$ cat src/rtl/spi_arbiter_if.sv
// Bundle of request/response and SPI-master-side signals for spi_arbiter.
// slave  : the arbiter's view (takes requests, drives the SPI master controls).
// master : the environment's view (requesters plus the SPI master).
interface spi_arbiter_if;
    logic [3:0]   req_valid;
    logic [127:0] req_mosi;
    logic [23:0]  req_nbits;
    logic [3:0]   req_ack;
    logic [3:0]   rsp_valid;
    logic [31:0]  rsp_miso;
    logic         busy;
    logic [1:0]   grant_id;
    logic [31:0]  m_mosi_data;
    logic [5:0]   m_nbits;
    logic         m_request;
    logic         m_ready;
    logic [31:0]  m_miso_data;
    logic         m_spi_csn;
    logic [3:0]   spi_csn_out;

    modport slave (
        input  req_valid, req_mosi, req_nbits, m_ready, m_miso_data, m_spi_csn,
        output req_ack, rsp_valid, rsp_miso, busy, grant_id,
               m_mosi_data, m_nbits, m_request, spi_csn_out
    );

    modport master (
        output req_valid, req_mosi, req_nbits, m_ready, m_miso_data, m_spi_csn,
        input  req_ack, rsp_valid, rsp_miso, busy, grant_id,
               m_mosi_data, m_nbits, m_request, spi_csn_out
    );
endinterface

$ cat src/rtl/spi_arbiter.sv
// Four-way round-robin arbiter sharing one SPI master between requesters.
//
// state    | meaning
// IDLE     | no transfer; arbitrate pending req_valid
// ISSUE    | m_request pulse cycle, master accepts the job
// WAIT     | transfer running, waiting for m_ready
// GAP_WAIT | post-transfer idle gap, still busy
module spi_arbiter #(
    parameter int unsigned GAP           = 0,
    parameter int unsigned DEFAULT_NBITS = 7
) (
    input  logic   clk_in,
    input  logic   nrst,
    spi_arbiter_if.slave bus
);
    typedef enum logic [1:0] {IDLE, ISSUE, WAIT, GAP_WAIT} state_t;

    localparam logic [5:0]  NBITS_IDLE = 6'(DEFAULT_NBITS);
    localparam logic [15:0] GAP_LOAD   = (GAP == 0) ? 16'd0 : 16'(GAP - 1);

    state_t      r_state;
    logic [1:0]  r_last_grant;
    logic [1:0]  r_grant_id;
    logic [15:0] r_gap_cnt;
    logic        r_busy;
    logic        r_m_request;
    logic [3:0]  r_req_ack;
    logic [3:0]  r_rsp_valid;
    logic [31:0] r_rsp_miso;
    logic [31:0] r_m_mosi_data;
    logic [5:0]  r_m_nbits;

    logic        w_found;
    logic [1:0]  w_idx;
    logic [1:0]  w_winner;
    logic [3:0]  w_csn;

    // Round-robin pick: first pending requester after the last one served.
    always_comb begin
        w_found  = 1'b0;
        w_idx    = r_last_grant;
        w_winner = r_last_grant;
        for (int k = 1; k <= 4; k++) begin
            w_idx = r_last_grant + 2'(k);
            if (!w_found && bus.req_valid[w_idx]) begin
                w_winner = w_idx;
                w_found  = 1'b1;
            end
        end
    end

    // Sequencer: grant, issue, wait for completion, optional gap.
    always_ff @(posedge clk_in or negedge nrst) begin
        if (!nrst) begin
            r_state       <= IDLE;
            r_last_grant  <= 2'd3;
            r_grant_id    <= 2'd0;
            r_gap_cnt     <= 16'd0;
            r_busy        <= 1'b0;
            r_m_request   <= 1'b0;
            r_req_ack     <= 4'b0000;
            r_rsp_valid   <= 4'b0000;
            r_rsp_miso    <= 32'd0;
            r_m_mosi_data <= 32'd0;
            r_m_nbits     <= NBITS_IDLE;
        end else begin
            r_req_ack   <= 4'b0000;
            r_rsp_valid <= 4'b0000;
            case (r_state)
                IDLE: begin
                    if (w_found) begin
                        r_grant_id    <= w_winner;
                        r_m_mosi_data <= bus.req_mosi[32*w_winner +: 32];
                        r_m_nbits     <= bus.req_nbits[6*w_winner +: 6];
                        r_m_request   <= 1'b1;
                        r_req_ack     <= 4'b0001 << w_winner;
                        r_busy        <= 1'b1;
                        r_state       <= ISSUE;
                    end
                end
                ISSUE: begin
                    r_m_request <= 1'b0;
                    r_state     <= WAIT;
                end
                WAIT: begin
                    if (bus.m_ready) begin
                        r_rsp_miso   <= bus.m_miso_data;
                        r_rsp_valid  <= 4'b0001 << r_grant_id;
                        r_last_grant <= r_grant_id;
                        if (GAP == 0) begin
                            r_busy        <= 1'b0;
                            r_m_mosi_data <= 32'd0;
                            r_m_nbits     <= NBITS_IDLE;
                            r_state       <= IDLE;
                        end else begin
                            r_gap_cnt <= GAP_LOAD;
                            r_state   <= GAP_WAIT;
                        end
                    end
                end
                GAP_WAIT: begin
                    if (r_gap_cnt == 16'd0) begin
                        r_busy        <= 1'b0;
                        r_m_mosi_data <= 32'd0;
                        r_m_nbits     <= NBITS_IDLE;
                        r_state       <= IDLE;
                    end else begin
                        r_gap_cnt <= r_gap_cnt - 16'd1;
                    end
                end
                default: r_state <= IDLE;
            endcase
        end
    end

    // Route the master's chip select only to the device currently granted.
    always_comb begin
        w_csn = 4'b1111;
        for (int i = 0; i < 4; i++) begin
            if (r_busy && (r_grant_id == 2'(i))) w_csn[i] = bus.m_spi_csn;
        end
    end

    assign bus.req_ack     = r_req_ack;
    assign bus.rsp_valid   = r_rsp_valid;
    assign bus.rsp_miso    = r_rsp_miso;
    assign bus.busy        = r_busy;
    assign bus.grant_id    = r_grant_id;
    assign bus.m_mosi_data = r_m_mosi_data;
    assign bus.m_nbits     = r_m_nbits;
    assign bus.m_request   = r_m_request;
    assign bus.spi_csn_out = w_csn;
endmodule
$ cat src/flat_wrapper.sv
// flat-port wrapper written by rule: the top's interface ports become plain ports
module spi_arbiter_flat 
#(
    parameter int unsigned GAP           = 0,
    parameter int unsigned DEFAULT_NBITS = 7
)
  (clk_in, nrst, bus_req_valid, bus_req_mosi, bus_req_nbits, bus_m_ready, bus_m_miso_data, bus_m_spi_csn, bus_req_ack, bus_rsp_valid, bus_rsp_miso, bus_busy, bus_grant_id, bus_m_mosi_data, bus_m_nbits, bus_m_request, bus_spi_csn_out);
  spi_arbiter_if bus_i ();
  input  logic clk_in;
  input  logic nrst;
  input wire logic [$bits(bus_i.req_valid)-1:0] bus_req_valid;
  input wire logic [$bits(bus_i.req_mosi)-1:0] bus_req_mosi;
  input wire logic [$bits(bus_i.req_nbits)-1:0] bus_req_nbits;
  input wire logic [$bits(bus_i.m_ready)-1:0] bus_m_ready;
  input wire logic [$bits(bus_i.m_miso_data)-1:0] bus_m_miso_data;
  input wire logic [$bits(bus_i.m_spi_csn)-1:0] bus_m_spi_csn;
  output wire logic [$bits(bus_i.req_ack)-1:0] bus_req_ack;
  output wire logic [$bits(bus_i.rsp_valid)-1:0] bus_rsp_valid;
  output wire logic [$bits(bus_i.rsp_miso)-1:0] bus_rsp_miso;
  output wire logic [$bits(bus_i.busy)-1:0] bus_busy;
  output wire logic [$bits(bus_i.grant_id)-1:0] bus_grant_id;
  output wire logic [$bits(bus_i.m_mosi_data)-1:0] bus_m_mosi_data;
  output wire logic [$bits(bus_i.m_nbits)-1:0] bus_m_nbits;
  output wire logic [$bits(bus_i.m_request)-1:0] bus_m_request;
  output wire logic [$bits(bus_i.spi_csn_out)-1:0] bus_spi_csn_out;
  assign bus_i.req_valid = bus_req_valid;
  assign bus_i.req_mosi = bus_req_mosi;
  assign bus_i.req_nbits = bus_req_nbits;
  assign bus_i.m_ready = bus_m_ready;
  assign bus_i.m_miso_data = bus_m_miso_data;
  assign bus_i.m_spi_csn = bus_m_spi_csn;
  assign bus_req_ack = bus_i.req_ack;
  assign bus_rsp_valid = bus_i.rsp_valid;
  assign bus_rsp_miso = bus_i.rsp_miso;
  assign bus_busy = bus_i.busy;
  assign bus_grant_id = bus_i.grant_id;
  assign bus_m_mosi_data = bus_i.m_mosi_data;
  assign bus_m_nbits = bus_i.m_nbits;
  assign bus_m_request = bus_i.m_request;
  assign bus_spi_csn_out = bus_i.spi_csn_out;
  spi_arbiter #(.GAP(GAP), .DEFAULT_NBITS(DEFAULT_NBITS)) u_core (.clk_in(clk_in), .nrst(nrst), .bus(bus_i));
endmodule
$ cat config.mk
export PLATFORM = sky130hd
export DESIGN_NAME = spi_arbiter_flat
export DESIGN_NICKNAME = d
export VERILOG_FILES = /design/src/rtl/spi_arbiter_if.sv /design/src/rtl/spi_arbiter.sv /design/src/flat_wrapper.sv
export SDC_FILE = /design/constraint.sdc
export NUM_CORES = 1
export LEC_CHECK = 0
export ABC_AREA = 1
export CAP_MARGIN = 20
export CORE_MARGIN = 3
export CORE_UTILIZATION = 41
export DETAILED_ROUTE_END_ITERATION = 12
export GPL_TIMING_DRIVEN = 0
export HOLD_SLACK_MARGIN = 0.08
export PLACE_DENSITY = 0.87
export SLEW_MARGIN = 25
export SYNTH_ARGS = -nofsm -noshare
export SYNTH_HDL_FRONTEND = slang
export SYNTH_SLANG_ARGS = --single-unit
$ cat constraint.sdc
create_clock -name clk_in -period 2.37 [get_ports clk_in]
set_input_delay 0.237 -clock clk_in [delete_from_list [all_inputs] [get_ports clk_in]]
set_output_delay 0.237 -clock clk_in [all_outputs]
set_load 0.01 [all_outputs]
==> impl.org, run 1 <==
** Run status
- Result of the run :: finished, final reports clean

** Finish
- Utilization after layout :: 0.6869
- Register Area :: 2559 um^2
- Multi-input logic area :: 2596 um^2
- Final std cells w/o fill :: 1231
- Antenna cell count :: 0
- In the final design database the tool counted 1247 nets.
- Area delta synth->final :: 60.66%
- Fill count :: 1099
- Fraction of layout instances using a drive strength above 1 :: 0.07271

** Clock tree
- The cell sitting at the root of the clock tree is a clkbuf_16.
- For the worst-skew pair, the clock arrives at the later sink with an insertion delay of 0.35 ns.
- Maximum clock insertion buffer count :: 2
- Clock-pin slew was measured on the worst setup and hold paths at 0.07 ns.
- Clock tree from TritonCTS :: yes
- Cts bufs inserted :: 9
- Number of clock sinks seen by CTS :: roughly 100
- Htree depth :: 3

** Route
- DRC viols :: 0
- Dividing the detail-routed wire length by the instance count gives 16.03 um.
- Number of vias per cell after detailed routing :: 5.049
- For this block, the initial DRC count from the detailed router was approximately 440.
- Total wirelength of the detailed-routed design :: 19.74 mm
- Post-DRT Antenna Nets :: 0
- Detailed routing inserted a total of 6215 vias.
- The pre-antenna-repair detailed-routing pass consisted of 5 iterations.

** Yosys
- During synthesis, Yosys emitted a total of 0 warnings.
- By area, the combinational part of the netlist is dominated by simple AND/OR/NAND/NOR gates.
- Cell variety after synth :: 29
- Of the total synthesized cell area, the portion taken by XOR and XNOR cells is 0.01909.
- Compound-gate portion of the synthesized area :: 0.01727
- Synthesis produced a netlist with a net count of 957.
- The cell count after synthesis came out at 764.
- In the synthesized netlist the dominant register cell turns out to be dfrtp_1.
- Synthesis inferred 102 register bits.
- After synthesis, the share of flip-flops with an asynchronous set or reset is 1.000.
- In this run, synthesis inferred 0 flip-flops with an integrated enable.
- Dividing the synthesized area by the synthesized cell count gives 7.206 um^2.
- The share of the Yosys chip area taken by registers is 0.4648.
- Adder-Cell Fraction of Synth Area :: 0.002273
- Of the total synthesized cell area, the portion taken by AND, OR, NAND and NOR gates is 0.4320.
- Post-synthesis instance area :: about 5500 um^2
- Portion of netlist area occupied by mux cells :: 0

** Critical path
- End of the worst register-to-register path :: u_core.bus.m_mosi_data[16]
- Start point of the critical path :: u_core.r_last_grant[1]
- Arrival @ worst endpoint :: approximately 2.4 ns
- Endpoint required time on the critical path :: 2.60 ns
- The worst setup path is captured at a register.
- Of all nets on the critical path, the largest fanout is 10.
- The number of cells on the worst reg-to-reg path is 14.
- The worst register-to-register path has a setup slack of 0.16 ns.
- The worst setup path is launched from a register.
- The worst setup path is of the reg -> reg kind.
- Crit Reg-Reg Startpoint :: u_core.r_last_grant[1]

** Place
- Routability-driven placement finished with a final weighted congestion of 0.8902.
- The wire-length estimate of the detail-placed layout is 15.38 mm.
- Including well taps, the total number of placed cells is 1214.
- Count of input and output buffers :: ~280

** Die
- I/O Pins :: 278
- Placeable core region :: 12880 um^2
- The floorplan has between 40 and 50 rows.
- Die area :: around 15000 um^2
- The floorplan step set the die width to 121.9 um.
- Die Y-Extent :: about 120 um
- For this configuration, the core starts out at a cell density of 0.4276.

** Global routing
- The first global-routing pass estimated 30.25 mm of wire.
- For this run the aggregate overflow at the end of global routing stands at 0.
- The number of antenna violations at the first check in global routing is 0.
- Vias in the first global route :: 5881
- Pin count of the biggest net entering global routing :: 65
- Overall Global Routing Usage :: 0.2596

** Hold path
- Kind of path behind the tightest hold check :: in -> async

** Timing
- Static timing analysis puts the maximum clock frequency at 451.8 MHz.
- Slew HR :: 0.6996
- Setup repair after global routing left no endpoint under its margin.
- At the pin with the least slew margin, the transition time is 0.4506 ns.
- Setup violations remaining at the end of the flow were counted as 0.
- Max Transition Viols Final :: 0
- Clock skew :: 0.007873 ns
- Period Utilization, post-route :: 0.9340
- Final count of hold timing violations :: 0
- The smallest clock period supported by the final layout is computed as 2.214 ns.

** Pwr
- The analysis attributes to cell leakage a power of 4.305 nW.
- Worst supply voltage drop on vdd :: around 0.81 mV
- In this run the power density over the cells is 1450 nW/um^2.

** Run
- Across the run, the number of max-cap violations was 0.
## worst max-delay path: stages, from the launching register on
cell      delay [ns]
dfstp_2         0.59
inv_2           0.09
nand2_1         0.08
nand2_1         0.11
nand2_2         0.12
nand2_4         0.08
nor2_4          0.11
nand3_1         0.09
nor2_2          0.13
inv_1           0.06
nand2_2         0.10
inv_2           0.10
clkbuf_2        0.22
nand3_1         0.16
nand2_1         0.07
## final cells by class
cell class,instances,area share
clock inverters,6,0.007922
multi-input cells,594,0.2935
clock buffers,10,0.02589
well taps,172,0.02433
inverters,30,0.01330
repair buffers,279,0.3179
flip-flops and latches,102,0.2893
plain buffers,38,0.02787
## per-layer routing
layer,track usage,up-vias,wire length (um)
met5,0,-,0
met4,0.09174,0,667
met3,0.06267,53,1409
met2,0.4258,271,9662
met1,0.3360,2893,7997
li1,-,2998,-
## timing repair
item	4_1_cts	5_1_grt
hold buffers	1	0
endpoints found under the hold margin	36	0
buffers inserted	0	0
setup endpoints to repair	0	28
resized for setup	0	8
## cells in the final DEF (no fill, tap or decap), drive strengths merged
cell type and n:
clkinv 3, dlygate4sd3 1, nand3 137, dfrtp 97, o21ai 10, nor2 28, nand2 394, xor2 8
nor3 3, nand4 3, clkinvlp 2, a31oi 1, o211ai 1, xnor2 4, clkbuf 19, nor4 2
a21o 1, bufinv 1, o21bai 1, inv 30, ha 1, dfstp 5, buf 31, clkdlybuf4s50 276
## per-stage QoR
stage	total power [mW]	worst slack, ns	cell area, um^2	hold slack, ns	TNS, ns
floorplan	8.023	0.5069	5505	-0.05859	0
global route	13.91	0.001537	8845	0.3930	0
global placement	11.04	-2.924	8493	0.4602	-291.15
finish	12.83	0.1564	8845	0.3585	0
detailed placement	11.26	0.008479	8522	0.1687	0
CTS	12.82	0.01842	8831	0.3560	0
## worst max path at each step
stage	slack [ns]	depth (start not counted)	to
after floorplan	0.51	14	u_core.bus.m_mosi_data[11]
after global placement	-2.92	1	u_core.bus.m_mosi_data[8]
after detailed placement	0.008	14	u_core.bus.m_mosi_data[25]
after CTS	0.02	14	u_core.bus.m_mosi_data[16]
after global routing	0.002	15	u_core.bus.m_mosi_data[3]
final	0.16	14	u_core.bus.m_mosi_data[16]
## power breakdown
part           switching (mW)  total (mW)  internal [mW]
registers               0.377        2.82           2.44
clock network           0.672        1.50          0.827
logic                    5.08        8.51           3.43
## cell usage after synthesis, types with 4 or more instances
cell        n  area, um^2
buf_2      19       95.09
inv_2       4       15.01
dfstp_2     5       131.4
inv_1      23       86.33
nand2_1   383        1438
xor2_1      8       70.07
nand3_1   136       680.7
clkbuf_1    8       30.03
buf_6       8       90.09
xnor2_1     4       35.03
nand2_2     8       50.05
dfrtp_1    97        2427
o21ai_0     7       35.03
nor2_1     27       101.4
## kinds of logic after synthesis
| logic type | count (synthesis) |
|---|---|
| AO/OA/AOI/OAI | 14 |
| XOR/XNOR | 12 |
| AND/OR/NAND/NOR | 567 |
| buffers and inverters | 68 |
| adder cells (fa/ha/maj) | 1 |
| flip-flops | 102 |
## state kept, by name, summed over array words and instances (netlist names)
signal,count
u_core.r_gap_cnt,16
u_core.bus.rsp_valid,4
u_core.bus.req_ack,4
u_core.r_last_grant,2
u_core.bus.m_mosi_data,32
u_core.bus.m_request,1
u_core.r_state,2
u_core.bus.busy,1
u_core.bus.rsp_miso,32
u_core.bus.grant_id,2
u_core.bus.m_nbits,6
No activity file was read; power rests on OpenSTA's default activity.
==> inputs of run 2 (changes only) <==
--- a/config.mk
+++ b/config.mk
@@ -7,12 +7,14 @@
 export LEC_CHECK = 0
 export ABC_AREA = 1
 export CAP_MARGIN = 20
+export CORE_ASPECT_RATIO = 0.7
 export CORE_MARGIN = 3
 export CORE_UTILIZATION = 41
 export DETAILED_ROUTE_END_ITERATION = 12
 export GPL_TIMING_DRIVEN = 0
 export HOLD_SLACK_MARGIN = 0.08
 export PLACE_DENSITY = 0.87
+export REMOVE_ABC_BUFFERS = 1
 export SLEW_MARGIN = 25
 export SYNTH_ARGS = -nofsm -noshare
 export SYNTH_HDL_FRONTEND = slang
==> run 2 against run 1 <==
Cell count shrank 2.1%. Critical path type unchanged. First-iteration DRC count grew 5.9%. Largest power group unchanged. Total power grew 5.0%. Critical endpoint unchanged.
==> impl.org, run 2 (same netlist as run 1, synthesis figures left out) <==
** Finish
- After the last flow step, the layout net total stands at 1230.
- In the final layout, the share of cells above drive strength 1 is 0.06814.
- For this run, the share of the core covered by cells in the final layout is 0.6988.
- The library cell used most frequently in the layout, excluding fill and tap cells, is nand2_1.
- Counting the fill cells in the layout gives 1048.
- Area delta synth->final :: 62.00%
- Most frequent cells in the layout :: nand2_1, clkdlybuf4s50_1, nand3_1

** Die
- Die area :: 14880 um^2
- In this run the standard cell core region covers about 13000 um^2.
- Std cell rows :: 34
- Effective utilization at floorplan :: 0.4314
- Measured along the x axis, the die boundary spans between 100 and 150 um.
- roughly 280 I/O pins were placed.
- Die Y-Extent :: 103.0 um

** Place
- Count of input and output buffers :: 277
- Worst-case setup slack after placement :: -1.005 ns
- At the end of routability-driven placement, the weighted congestion stood at 0.8535.
- Once detailed placement completed, the half-perimeter wirelength came to 13.12 mm.

** Critical path
- In this design, the stage delay of the slowest critical-path cell is 0.60 ns.
- Minimum setup slack among reg-to-reg paths :: 0.15 ns
- Arrival @ worst endpoint :: 2.47 ns
- The setup path with the least slack is of type reg -> reg.
- By instance count, the cell type seen most on the critical path is nand2_1.
- At the worst endpoint, the required time is 2.61 ns.
- In this run the worst path has a maximum fanout of 36.
- Cells along the critical path :: inv_2 -> nand2_1 -> nand2_2 -> nand2_1 -> nand2_2 -> nand2_2 -> nand3_4 -> nand2_8 -> inv_16 -> nand2_1 -> nand3_1 -> nand3_1 -> nand2_1
- The worst setup path is captured at a register.
- Slowest library cell on the worst path :: dfstp_2
- STA classifies the critical path startpoint as a register.

** Global routing
- Total congestion overflow :: 0
- The number of antenna violations at the first check in global routing came to 1.
- Overall Global Routing Usage :: 0.2613
- The number of global-route vias before repair came to 5776.
- Pin count of the biggest net entering global routing :: 55
- Wire length of the first global-routing pass :: ~30 mm

** Clock tree
- Htree depth :: 3
- The clock passes through at most 2 buffers.
- Clock tree synthesis found a total of 102 sinks.
- Register clock-pin slew on the reported worst setup and hold paths :: 0.08 ns
- Cts bufs inserted :: 9
- Worst-Skew Late Latency :: ~0.35 ns
- Clock tree from TritonCTS :: yes
- The tree is rooted in a clkbuf_16.

** Timing
- Minimum hold slack :: between 0.4 and 0.5 ns
- Period Utilization, post-route :: 0.9383
- Slew HR :: 0.5372
- Setup slack on the critical path of the routed design comes to 0.1463 ns.
- On the final layout, the worst clock skew is approximately 0.0084 ns.
- Worst-Margin Slew :: just under 0.7 ns
- Max Transition Viols Final :: 0
- Setup violations remaining at the end of the flow were counted as 0.
- After routing, the total negative slack on setup checks comes to 0 ns.
- For this run, the top clock speed supported by timing is 449.7 MHz.
- Setup repair after global routing could not meet its margin everywhere.
- Counting I/O delays and the setup requirement, the final critical path takes 2.224 ns.
- Final count of hold timing violations :: 0

** Route
- The routed layout has 6022 vias.
- DRC viols :: 0
- 1st-iter DRT viols :: 470
- WL/cell :: 16.83 um
- Post-DRT Antenna Nets :: 0
- Pre-Repair DR Iteration Count :: 5
- Number of vias per cell after detailed routing :: approximately 5
- Total wirelength of the detailed-routed design :: 20.28 mm

** Pwr
- Across the VDD grid, the largest voltage drop is ~0.90 mV.
- Leakage :: about 4.3 nW
- Power spread over the standard cell area amounts to 1511 nW/um^2.

** Run status
- The flow ran to the end, and the final reports show no timing, DRC or antenna violations.

** Run
- Max-cap violations in this run came to 0.

** Hold path
- In this run the worst hold path is classified as in -> async.
[run 2: timing repair]
action	4_1_cts	5_1_grt
buffers inserted	7	5
resized for setup	21	10
pin swaps	2	3
gates cloned	8	1
hold buffers	1	0
setup endpoints to repair	82	44
hold endpoints to repair	48	0
[run 2: worst paths after layout]
path,from,to,depth (start not counted)
worst max-delay path,u_core.r_last_grant[1],u_core.bus.m_mosi_data[16],13
worst min-delay path,nrst,u_core.r_gap_cnt[12],2
worst max register to register,u_core.r_last_grant[1],u_core.bus.m_mosi_data[16],13
worst min register to register,u_core.bus.rsp_miso[19],u_core.bus.rsp_miso[19],2
max in group asynchronous,nrst,u_core.bus.m_nbits[2],3
min in group clk_in,bus_m_miso_data[25],u_core.bus.rsp_miso[25],3
[run 2: area by class of cell]
class                           instances  area [um^2]  share of cell area
Tap cell                              162        202.7             0.02273
Antenna cell                            1        2.502           0.0002806
Clock inverter                          7        86.33            0.009680
Multi-Input combinational cell        601         2756              0.3091
Inverter                               30        157.7             0.01768
Timing Repair Buffer                  291         2902              0.3253
Clock buffer                            9        225.2             0.02525
Sequential cell                       102         2559              0.2869
Timing Repair inverter                  2        27.53            0.003086
[run 2: per-layer routing]
metal,global-route usage,up-vias,part of all wire
met4,0.06022,0,0.013
met3,0.07232,25,0.083
li1,-,2977,-
met5,0,-,0
met2,0.4461,247,0.49
met1,0.3336,2773,0.42
[run 2: through the flow]
step / cell area [um^2] / power (mW) / cells
after global placement: 8243 / 10.28 / 1165
final: 8919 / 13.48 / 1205
after detailed placement: 8275 / 10.45 / 1166
after global routing: 8919 / 14.48 / 1205
after floorplan: 5268 / 7.290 / 726
after CTS: 8830 / 13.15 / 1198
[run 2: worst max-delay path, delay by kind of cell (launching register included)]
kind                   cells  cell delay (ns)
buffers and inverters      2             0.20
flip-flops                 1             0.60
AND/OR/NAND/NOR           11             1.31
[run 2: where the power goes]
part           leakage [nW]  switching (mW)  internal [mW]
clock network         0.151           0.746          0.762
registers              1.31           0.365           2.44
logic                  2.84            5.83           3.33
total                  4.30            6.94           6.53
==> inputs of run 3 (changes only) <==
--- a/config.mk
+++ b/config.mk
@@ -8,13 +8,14 @@
 export ABC_AREA = 1
 export CAP_MARGIN = 20
 export CORE_ASPECT_RATIO = 0.7
-export CORE_MARGIN = 3
+export CORE_MARGIN = 8
 export CORE_UTILIZATION = 41
 export DETAILED_ROUTE_END_ITERATION = 12
 export GPL_TIMING_DRIVEN = 0
 export HOLD_SLACK_MARGIN = 0.08
 export PLACE_DENSITY = 0.87
 export REMOVE_ABC_BUFFERS = 1
+export SKIP_CTS_REPAIR_TIMING = 1
 export SLEW_MARGIN = 25
 export SYNTH_ARGS = -nofsm -noshare
 export SYNTH_HDL_FRONTEND = slang
==> run 3 against run 2 <==
Sequential share of layout area decreased by 0.15 points. Clock skew increased by 0.0084 ns. Via count rose by 3.2%. Non-clock buffer count grew 1. Register-to-register slack lost 0.13 ns. Total power grew 1.7%. Critical path depth did not move. Clock power barely moved. Global-route usage down 3.9 points. Sequential power hardly changed. Die area is 17% higher. Combinational power is 2% higher. Critical path type unchanged.
==> impl.org, run 3 (same netlist as run 1, synthesis figures left out) <==
** Pwr
- Worst supply voltage drop on vdd :: 0.7294 mV
- Of the total power, registers draw 0.206.
- Summed over all cells, the static leakage comes to 4.308 nW.
- Cell internal power dissipation :: approximately 6.7 mW
- Of the total power, the share spent switching nets is 0.5139.
- For this design the total switching power over the nets is 7.041 mW.
- The share of total power dissipated in the clock network is 0.110.
- Power spread over the standard cell area amounts to 1528 nW/um^2.
- Combinational cell fraction of total power :: 0.683

** Global routing
- The first global-routing pass estimated 31.00 mm of wire.
- The number of antenna violations at the first check in global routing came to 1.
- Global routing finished with a remaining overflow of 0.
- Overall Global Routing Usage :: 0.2221
- Pin count of the biggest net entering global routing :: 78
- Vias in the first global route :: 5823

** Timing
- Based on the critical path, the design can be clocked at up to 424.5 MHz.
- For the final database, setup skew stands at 0.01678 ns.
- Setup violations remaining at the end of the flow were counted as 0.
- Sum of negative setup slack :: 0 ns
- Headroom to the max-slew limit came out at 0.5101.
- Period Utilization, post-route :: 0.9940
- After layout, the minimum clock period comes to 2.356 ns.
- Crit path setup slack, layout :: approximately 0.014 ns
- Max Transition Viols Final :: 0
- Final count of hold timing violations :: 0
- Setup repair after global routing could not meet its margin everywhere.
- Worst-Margin Slew :: 0.7322 ns
- The tightest hold path in the finished design has a slack of ~0.35 ns.

** Clock tree
- In this run the deepest clock path goes through 2 buffers.
- Clock latency on the worst-skew pair, taken at its later pin, is 0.36 ns.
- Clock-pin slew was measured on the worst setup and hold paths at around 0.090 ns.
- Htree depth :: 3
- The clock net in this run drives a total of 102 sinks.
- Buffers inserted during clock tree synthesis total 9.
- Clock tree synthesis selected as its root buffer the cell clkbuf_16.
- TritonCTS built the clock tree.

** Place
- Post-detail-place hpwl :: 14.84 mm
- GP Congestion :: 0.8583
- During placement, the flow inserted port buffers numbering approximately 280.
- Worst-case setup slack after placement :: -1.096 ns

** Route
- DRC viols :: 0
- Pre-Repair DR Iteration Count :: 8
- 1st-iter DRT viols :: a little under 500
- Post-DRT Antenna Nets :: 0
- The final layout contains routed wiring with a total length of 22.81 mm.
- Number of vias per cell after detailed routing :: between 5 and 6
- Dividing the detail-routed wire length by the instance count gives 18.88 um.
- Total number of vias :: between 6000 and 7000

** Die
- The die is 154.5 um wide.
- Effective utilization at floorplan :: 0.4190
- Die Y-Extent :: 113.0 um
- For this design the top-level I/O count stands at ~280.
- The floorplan has 35 rows.
- The die covers 17450 um^2.
- After floorplanning, the core was sized to cover 13140 um^2.

** Critical path
- Arrival @ worst endpoint :: around 2.6 ns
- Critical path buffers and inverters :: 3
- Endpoint required time on the critical path :: roughly 2.7 ns
- Among all stages on the critical path, the largest delay is contributed by dfstp_2.
- Critical Path Most Common Cell :: nand2_1
- Cells along the critical path :: inv_2 -> nand2_1 -> nand2_1 -> nand2_2 -> nand2_4 -> o21ai_1 -> nand3_4 -> nand2_8 -> clkinv_16 -> nand2_1 -> nand3_1 -> nand2_1 -> inv_1
- The critical path is of the reg -> reg type.
- The largest single stage delay on the critical path is 0.59 ns.
- Nature of the critical path startpoint :: register
- Critical path peak fanout :: 41
- Category of cells accounting for the largest share of critical-path delay :: simple AND/OR/NAND/NOR gates
- Kind of end point of the critical path :: register

** Finish
- Fraction of layout instances using a drive strength above 1 :: 0.06724
- The layout has 1058 filler cells.
- Most frequent cells in the layout :: nand2_1, clkdlybuf4s50_1, nand3_1
- Area delta synth->final :: 62.86%
- Once layout is complete, the utilization of the core stands at 0.6825.
- At the end of the flow, the number of nets in the layout was 1229.
- Most common cell after layout, fill and taps aside :: nand2_1

** Run
- The tool flagged a number of max-cap violations equal to 0.

** Run status
- Result of the run :: finished, final reports clean

** Hold path
- Kind of path behind the tightest hold check :: in -> async
[run 3: power by group through the flow]
stage / Clock (mW) / Sequential [mW] / Combinational, mW
4_1_cts: 1.54 / 2.83 / 7.71
2_1_floorplan: 0 / 3.08 / 4.21
5_1_grt: 1.61 / 2.89 / 10.2
6_report: 1.51 / 2.83 / 9.36
3_5_place_dp: 0 / 2.85 / 7.69
3_3_place_gp: 0 / 2.82 / 7.54
[run 3: area by class of cell]
class	instances	area (um^2)	share of cell area
Antenna cell	1	2.502	0.0002791
Clock buffer	9	225.2	0.02512
Clock inverter	7	91.34	0.01019
Inverter	30	177.7	0.01982
Multi-Input combinational cell	600	2745	0.3062
Sequential cell	102	2559	0.2854
Tap cell	166	207.7	0.02316
Timing Repair Buffer	292	2947	0.3286
Timing Repair inverter	1	11.26	0.001256
[run 3: worst register-to-register path: stages, from the launching register on]
cell and delay, ns:
dfstp_2 0.59, inv_2 0.13, nand2_1 0.11, nand2_1 0.10, nand2_2 0.12, nand2_4 0.09
o21ai_1 0.21, nand3_4 0.22, nand2_8 0.20, clkinv_16 0.13, nand2_1 0.16, nand3_1 0.08
nand2_1 0.09, inv_1 0.04
[run 3: per-layer routing]
layer	GRT usage	wire, um
met1	0.2649	9299
met2	0.3725	10680
met3	0.09139	2492
met4	0.04294	340
met5	0	0
[run 3: path summary, 6_finish.rpt]
path / cells past startpoint / to / from / slack [ns]
hold reg to reg: 2 / u_core.bus.m_mosi_data[8] / u_core.bus.m_mosi_data[8] / 0.48
setup / recovery: 13 / u_core.bus.m_nbits[0] / u_core.r_last_grant[0] / 0.01
hold / removal: 2 / u_core.bus.rsp_miso[18] / nrst / 0.35
setup reg to reg: 13 / u_core.bus.m_nbits[0] / u_core.r_last_grant[0] / 0.01
min in group clk_in: 3 / u_core.bus.rsp_miso[15] / bus_m_miso_data[15] / 0.42
max in group asynchronous: 3 / u_core.r_last_grant[1] / nrst / 1.33
[run 3: metrics by stage]
stage	instance area, um^2	power, mW	cells
global route	8966	14.66	1208
detailed placement	8282	10.54	1170
floorplan	5268	7.290	726
finish	8966	13.70	1208
CTS	8598	12.08	1186
global placement	8248	10.36	1169
